[src/rtl/pic_command_sequencer_if.sv]
// +---------------------------------------------------------------------------+
// | pic_command_sequencer_if : CPU write bus and control outputs of the       |
// | 8259A command sequencer.                              Rev 1.0             |
// +---------------------------------------------------------------------------+
`default_nettype none

interface pic_command_sequencer_if;
   logic       CS_n;
   logic       WR_n;
   logic       A0;
   logic [7:0] Din;
   logic [7:0] IMR;
   logic [1:0] Read_command;
   logic [4:0] vector_base;
   logic       single_mode;
   logic       ltim;
   logic [7:0] cascade_cfg;
   logic       aeoi;
   logic       upm;
   logic       init_done;
   logic       ocw2_valid;
   logic [2:0] ocw2_cmd;
   logic [2:0] ocw2_level;

   modport slave (
      input  CS_n, WR_n, A0, Din,
      output IMR, Read_command, vector_base, single_mode, ltim, cascade_cfg,
             aeoi, upm, init_done, ocw2_valid, ocw2_cmd, ocw2_level
   );

   modport master (
      output CS_n, WR_n, A0, Din,
      input  IMR, Read_command, vector_base, single_mode, ltim, cascade_cfg,
             aeoi, upm, init_done, ocw2_valid, ocw2_cmd, ocw2_level
   );
endinterface

`default_nettype wire

[src/rtl/pic_command_sequencer.sv]
// +---------------------------------------------------------------------------+
// | pic_command_sequencer : 8259A ICW1..ICW4 init sequence and OCW1..3 decode. |
// |                                                       Rev 1.0             |
// +---------------------------------------------------------------------------+
`default_nettype none

module pic_command_sequencer #(
   parameter logic [7:0] RESET_IMR   = 8'h00,
   parameter logic [1:0] RESET_RDCMD = 2'b10
) (
   input  wire logic                   clk,
   input  wire logic                   rst_n,
   pic_command_sequencer_if.slave      bus
);

   typedef enum logic [2:0] {
      S_UNINIT = 3'd0,
      S_ICW2   = 3'd1,
      S_ICW3   = 3'd2,
      S_ICW4   = 3'd3,
      S_READY  = 3'd4
   } state_t;

   state_t     r_state, w_state_nxt;
   logic       r_wr_d;
   logic       r_ic4;
   logic [7:0] r_imr;
   logic [1:0] r_rdcmd;
   logic [4:0] r_vector_base;
   logic       r_single_mode;
   logic       r_ltim;
   logic [7:0] r_cascade_cfg;
   logic       r_aeoi;
   logic       r_upm;
   logic       r_ocw2_valid;
   logic [2:0] r_ocw2_cmd;
   logic [2:0] r_ocw2_level;

   logic w_wr;
   logic w_ld_icw1, w_ld_icw2, w_ld_icw3, w_ld_icw4;
   logic w_ld_ocw1, w_ld_ocw2, w_ld_ocw3;

   // One accepted write per strobe: WR_n sampled low while it was high last cycle.
   assign w_wr = !bus.CS_n && !bus.WR_n && r_wr_d;

   always_comb begin
      w_state_nxt = r_state;
      w_ld_icw1   = 1'b0;
      w_ld_icw2   = 1'b0;
      w_ld_icw3   = 1'b0;
      w_ld_icw4   = 1'b0;
      w_ld_ocw1   = 1'b0;
      w_ld_ocw2   = 1'b0;
      w_ld_ocw3   = 1'b0;
      if (w_wr && !bus.A0 && bus.Din[4]) begin
         w_ld_icw1   = 1'b1;
         w_state_nxt = S_ICW2;
      end else if (w_wr) begin
         case (r_state)
            S_ICW2: if (bus.A0) begin
               w_ld_icw2 = 1'b1;
               if (!r_single_mode) w_state_nxt = S_ICW3;
               else if (r_ic4)     w_state_nxt = S_ICW4;
               else                w_state_nxt = S_READY;
            end
            S_ICW3: if (bus.A0) begin
               w_ld_icw3   = 1'b1;
               w_state_nxt = r_ic4 ? S_ICW4 : S_READY;
            end
            S_ICW4: if (bus.A0) begin
               w_ld_icw4   = 1'b1;
               w_state_nxt = S_READY;
            end
            S_READY: begin
               if (bus.A0)                        w_ld_ocw1 = 1'b1;
               else if (bus.Din[4:3] == 2'b00)    w_ld_ocw2 = 1'b1;
               else if (bus.Din[1])               w_ld_ocw3 = 1'b1;
            end
            default: w_state_nxt = r_state;
         endcase
      end
   end

   always_ff @(posedge clk or negedge rst_n) begin
      if (!rst_n) begin
         r_state       <= S_UNINIT;
         r_wr_d        <= 1'b1;
         r_ic4         <= 1'b0;
         r_imr         <= RESET_IMR;
         r_rdcmd       <= RESET_RDCMD;
         r_vector_base <= 5'd0;
         r_single_mode <= 1'b0;
         r_ltim        <= 1'b0;
         r_cascade_cfg <= 8'd0;
         r_aeoi        <= 1'b0;
         r_upm         <= 1'b0;
         r_ocw2_valid  <= 1'b0;
         r_ocw2_cmd    <= 3'd0;
         r_ocw2_level  <= 3'd0;
      end else begin
         r_state      <= w_state_nxt;
         r_wr_d       <= bus.WR_n;
         r_ocw2_valid <= w_ld_ocw2;
         if (w_ld_icw1) begin
            r_ltim        <= bus.Din[3];
            r_single_mode <= bus.Din[1];
            r_ic4         <= bus.Din[0];
            r_imr         <= RESET_IMR;
            r_rdcmd       <= RESET_RDCMD;
            r_cascade_cfg <= 8'd0;
            r_aeoi        <= 1'b0;
            r_upm         <= 1'b0;
         end
         if (w_ld_icw2) r_vector_base <= bus.Din[7:3];
         if (w_ld_icw3) r_cascade_cfg <= bus.Din;
         if (w_ld_icw4) begin
            r_aeoi <= bus.Din[1];
            r_upm  <= bus.Din[0];
         end
         if (w_ld_ocw1) r_imr <= bus.Din;
         if (w_ld_ocw2) begin
            r_ocw2_cmd   <= bus.Din[7:5];
            r_ocw2_level <= bus.Din[2:0];
         end
         if (w_ld_ocw3) r_rdcmd <= bus.Din[1:0];
      end
   end

   assign bus.IMR          = r_imr;
   assign bus.Read_command = r_rdcmd;
   assign bus.vector_base  = r_vector_base;
   assign bus.single_mode  = r_single_mode;
   assign bus.ltim         = r_ltim;
   assign bus.cascade_cfg  = r_cascade_cfg;
   assign bus.aeoi         = r_aeoi;
   assign bus.upm          = r_upm;
   assign bus.init_done    = (r_state == S_READY);
   assign bus.ocw2_valid   = r_ocw2_valid;
   assign bus.ocw2_cmd     = r_ocw2_cmd;
   assign bus.ocw2_level   = r_ocw2_level;

endmodule

`default_nettype wire

[src/flat_wrapper.sv]
// flat-port wrapper written by rule: the top's interface ports become plain ports
module pic_command_sequencer_flat 
#(
   parameter logic [7:0] RESET_IMR   = 8'h00,
   parameter logic [1:0] RESET_RDCMD = 2'b10
)
  (clk, rst_n, bus_CS_n, bus_WR_n, bus_A0, bus_Din, bus_IMR, bus_Read_command, bus_vector_base, bus_single_mode, bus_ltim, bus_cascade_cfg, bus_aeoi, bus_upm, bus_init_done, bus_ocw2_valid, bus_ocw2_cmd, bus_ocw2_level);
  pic_command_sequencer_if bus_i ();
  input  wire logic clk;
  input  wire logic rst_n;
  input wire logic [$bits(bus_i.CS_n)-1:0] bus_CS_n;
  input wire logic [$bits(bus_i.WR_n)-1:0] bus_WR_n;
  input wire logic [$bits(bus_i.A0)-1:0] bus_A0;
  input wire logic [$bits(bus_i.Din)-1:0] bus_Din;
  output wire logic [$bits(bus_i.IMR)-1:0] bus_IMR;
  output wire logic [$bits(bus_i.Read_command)-1:0] bus_Read_command;
  output wire logic [$bits(bus_i.vector_base)-1:0] bus_vector_base;
  output wire logic [$bits(bus_i.single_mode)-1:0] bus_single_mode;
  output wire logic [$bits(bus_i.ltim)-1:0] bus_ltim;
  output wire logic [$bits(bus_i.cascade_cfg)-1:0] bus_cascade_cfg;
  output wire logic [$bits(bus_i.aeoi)-1:0] bus_aeoi;
  output wire logic [$bits(bus_i.upm)-1:0] bus_upm;
  output wire logic [$bits(bus_i.init_done)-1:0] bus_init_done;
  output wire logic [$bits(bus_i.ocw2_valid)-1:0] bus_ocw2_valid;
  output wire logic [$bits(bus_i.ocw2_cmd)-1:0] bus_ocw2_cmd;
  output wire logic [$bits(bus_i.ocw2_level)-1:0] bus_ocw2_level;
  assign bus_i.CS_n = bus_CS_n;
  assign bus_i.WR_n = bus_WR_n;
  assign bus_i.A0 = bus_A0;
  assign bus_i.Din = bus_Din;
  assign bus_IMR = bus_i.IMR;
  assign bus_Read_command = bus_i.Read_command;
  assign bus_vector_base = bus_i.vector_base;
  assign bus_single_mode = bus_i.single_mode;
  assign bus_ltim = bus_i.ltim;
  assign bus_cascade_cfg = bus_i.cascade_cfg;
  assign bus_aeoi = bus_i.aeoi;
  assign bus_upm = bus_i.upm;
  assign bus_init_done = bus_i.init_done;
  assign bus_ocw2_valid = bus_i.ocw2_valid;
  assign bus_ocw2_cmd = bus_i.ocw2_cmd;
  assign bus_ocw2_level = bus_i.ocw2_level;
  pic_command_sequencer #(.RESET_IMR(RESET_IMR), .RESET_RDCMD(RESET_RDCMD)) u_core (.clk(clk), .rst_n(rst_n), .bus(bus_i));
endmodule
[config.mk]
export PLATFORM = sky130hd
export DESIGN_NAME = pic_command_sequencer_flat
export DESIGN_NICKNAME = d
export VERILOG_FILES = /design/src/rtl/pic_command_sequencer_if.sv /design/src/rtl/pic_command_sequencer.sv /design/src/flat_wrapper.sv
export SDC_FILE = /design/constraint.sdc
export NUM_CORES = 1
export LEC_CHECK = 0
export ABC_AREA = 1
export CORE_MARGIN = 4
export CORE_UTILIZATION = 48
export CTS_BUF_LIST = sky130_fd_sc_hd__clkbuf_4 sky130_fd_sc_hd__clkbuf_8 sky130_fd_sc_hd__clkbuf_16
export CTS_CLUSTER_SIZE = 20
export DETAILED_ROUTE_END_ITERATION = 8
export GPL_TIMING_DRIVEN = 0
export PLACE_DENSITY = 0.83
export SYNTH_ARGS = -nofsm -noshare
export SYNTH_HDL_FRONTEND = slang
export SYNTH_SLANG_ARGS = --single-unit
[constraint.sdc]
create_clock -name clk -period 1.5 [get_ports clk]
set_input_delay 0.15 -clock clk [delete_from_list [all_inputs] [get_ports clk]]
set_output_delay 0.15 -clock clk [all_outputs]
set_load 0.03 [all_outputs]
==> run metrics <==
status=finished, final reports clean; Clock Sinks=39; number of max-slew violations in the final report=0; NumNets Final=254; worst voltage drop across the vdd grid=0.0008160 V; Ys Warns=0; first-pass GRT wire length=6906 microns; H-tree levels=2; largest incremental delay on the critical path=0.67 ns; complex-gate fraction of the synthesized area=4.118%; share of the clock period used by the worst path after layout=97.38%; pwr/cell area=1433 mW/mm^2; vias in the first global route=1,443; total grt overflow=0; setup fix buffers added after clock tree synthesis=0; post-synthesis share of cell area spent on and, or, nand and nor gates=37.68%; largest cells by area after synthesis=sky130_fd_sc_hd__dfrtp_1, sky130_fd_sc_hd__nand2_1, sky130_fd_sc_hd__nand3_2; count of TritonRoute iterations in the first routing pass=4; standard-cell row count=22; fraction of layout cells with a size suffix above 1=21.07%; final antenna diode count=0; end point of the critical path=bus_vector_base[4]; average cell area after synthesis=9.801 sq um; initial DRC count=70; dominant delay contributor by cell family on the critical path=buffers and inverters; chain of cells forming the critical path=clkdlybuf4s50_1; synthesized instance count=186; worst path bufs/invs=1; count of placed standard cells including taps=281; Max Clock Freq=684.6 MHz; library cell used as clock root buffer=sky130_fd_sc_hd__clkbuf_8; share of synthesized area occupied by flip-flops and latches=53.67%; Final HPWL DP=2866 microns; Post-synth EDFFs=0; area enclosed by the die boundary=0.004848 sq mm; Synth Area in Adders=0%; average detailed-routed wire length per instance=13.80 microns; largest area contributor in the synthesized netlist=sky130_fd_sc_hd__dfrtp_1; Crit path depth=1; maximum number of pins on one net before global-route repair=40; highest-count cells in the layout ignoring fill and taps=sky130_fd_sc_hd__nand2_1, sky130_fd_sc_hd__dfrtp_1, sky130_fd_sc_hd__dlymetal6s2s_1; FF-to-FF Start=u_core.r_wr_d; Crit Reg-Reg Endpoint=u_core.bus.cascade_cfg[0]; critical-path cell with the highest stage delay=sky130_fd_sc_hd__clkdlybuf4s50_1; Vias per Instance=4.907; share of the synthesized area in the top cell type=50.79%; final cell count without fillers=290; critical path fanouts, max=2; Remaining DRCs=0; number of nets in the synthesized netlist=199; vertical die dimension=69.63 microns; Final Hold Viols=0; clock tree buffer depth=2; kind of start point of the critical path=register; Total GRT Usage=17.94%; Initial Util=49.79%; routed vias=1,423; final clock skew=0.007155 ns; final critical-path required period=1.461 ns; final setup vio count=0; global placement routability congestion=0.8477; count of state elements after synthesis=39; TritonCTS clock tree=yes; headroom to the max-slew limit=42.12%; Hold Crit Depth=1; multiplexer share of the synthesized area=0%; Horiz. Die Dim=69.63 microns; antenna violations before repair=0; Worst Path Arrival=1.31 ns; clock buffer count from CTS=5; pin slew with the least headroom to its limit=0.8682 ns; startpoint of the worst setup timing path=u_core.bus.vector_base[4]; area share of xor/xnor cells in the synthesized design=0%; final WL=4002 microns; register-to-register setup slack=0.16 ns; residual antenna-violating net count after detailed routing=0; required arrival time at the worst endpoint=1.35 ns; Port Buf Inserts=47; Hold Crit Class=in -> reg; async set-reset flop share out of synthesis=100.0%; Setup TNS Final=0 ns; Placeable Area=0.003661 sq mm; Final Power=3567 uW; number of unique standard cell types used by synthesis=25; static leakage=0.001573 uW; most instantiated flip-flop cell in the synthesis netlist=sky130_fd_sc_hd__dfrtp_1; length in cells of the worst reg-to-reg path=5; area delta synth->final=36.51%; source-to-sink clock delay at the later pin of the worst-skew pair=0.29 ns; maximum capacitance violations=0; setup repair after global routing missed its margin=no; clock-pin slew on the worst setup and hold paths=0.07 ns; combined area of all synthesized cells=0.001823 sq mm; CP Capture Type=primary output; number of top-level pins=48; dominant combinational cell family by area after synthesis=simple AND/OR/NAND/NOR gates; most frequent standard cell in the layout excluding fill and tap cells=sky130_fd_sc_hd__nand2_1; type of the worst setup path=reg -> out
[report_power, final]
group	internal, uW	switching (uW)	total (uW)
Clock	363	354	717
Combinational	514	860	1370
Sequential	1300	178	1480
Total	2180	1390	3570
[synthesized netlist by cell type, types with 3 or more instances]
master                    instances
sky130_fd_sc_hd__o21ai_1          8
sky130_fd_sc_hd__nand2_1         69
sky130_fd_sc_hd__nand3_1          9
sky130_fd_sc_hd__nand3_2         18
sky130_fd_sc_hd__o21ai_0          3
sky130_fd_sc_hd__nor2_1           8
sky130_fd_sc_hd__inv_1            6
sky130_fd_sc_hd__nor2_4           4
sky130_fd_sc_hd__nand2_2          3
sky130_fd_sc_hd__inv_2            3
sky130_fd_sc_hd__dfrtp_1         37
[state kept, by name, indices dropped and copies added, names as in the netlist]
name,count
u_core.bus.single_mode,1
u_core.bus.ltim,1
u_core.bus.aeoi,1
u_core.bus.ocw2_valid,1
u_core.r_ic4,1
u_core.bus.upm,1
u_core.bus.cascade_cfg,8
u_core.bus.ocw2_cmd,3
u_core.bus.vector_base,5
u_core.r_state,3
u_core.bus.IMR,8
u_core.bus.Read_command,2
u_core.r_wr_d,1
u_core.bus.ocw2_level,3
[kinds of logic (layout without fill, tap and decap cells)]
kind of cell | Yosys count | count (layout)
flops | 39 | 39
simple gates | 119 | 119
buf+inv | 14 | 70
compound gates | 14 | 14
[metal layers]
layer,part of all wire (%),vias to the layer above,global-route usage (%)
met4,1.3,0,5.319
met2,48,37,28.92
met1,45,664,23.10
met3,5.7,6,5.797
met5,0,-,0
li1,-,716,-
[stage by stage]
stage / area, sq um / setup WS, ns / hold WS (ns) / utilization (%)
finish: 2489 / 0.03934 / 0.3390 / 67.98
global route: 2489 / 0.005168 / 0.3348 / 67.98
CTS: 2445 / 0.001111 / 0.3344 / 66.78
detailed placement: 2349 / -0.1024 / 0.3146 / 64.15
global placement: 2354 / -0.6588 / 0.4664 / 64.29
floorplan: 1823 / 0.2726 / -0.1456 / -
[layout make-up]
cell class,instances,area (sq um)
clock inverters,1,5.005
repair buffers,48,509.2
clock buffers,7,83.83
well taps,48,60.06
inverters,12,60.06
multi-input cells,133,769.5
flip-flops and latches,39,978.4
fillers,300,1172
plain buffers,2,22.52
[how the worst min path moves through the flow]
stage,startpoint,endpoint
after CTS,bus_WR_n,u_core.r_wr_d
final,bus_WR_n,u_core.r_wr_d
after detailed placement,rst_n,u_core.bus.Read_command[0]
after floorplan,rst_n,u_core.bus.IMR[0]
after global routing,bus_WR_n,u_core.r_wr_d
after global placement,u_core.bus.vector_base[0],u_core.bus.vector_base[0]
[repair_timing]
item / CTS / global route
cloned: 0 / 0
hold endpoints to repair: 17 / 0
hold buffers: 1 / 0
setup endpoints to repair: 10 / 21
gates resized for setup: 13 / 22
Note: power is estimated with default switching activity, not from simulation.
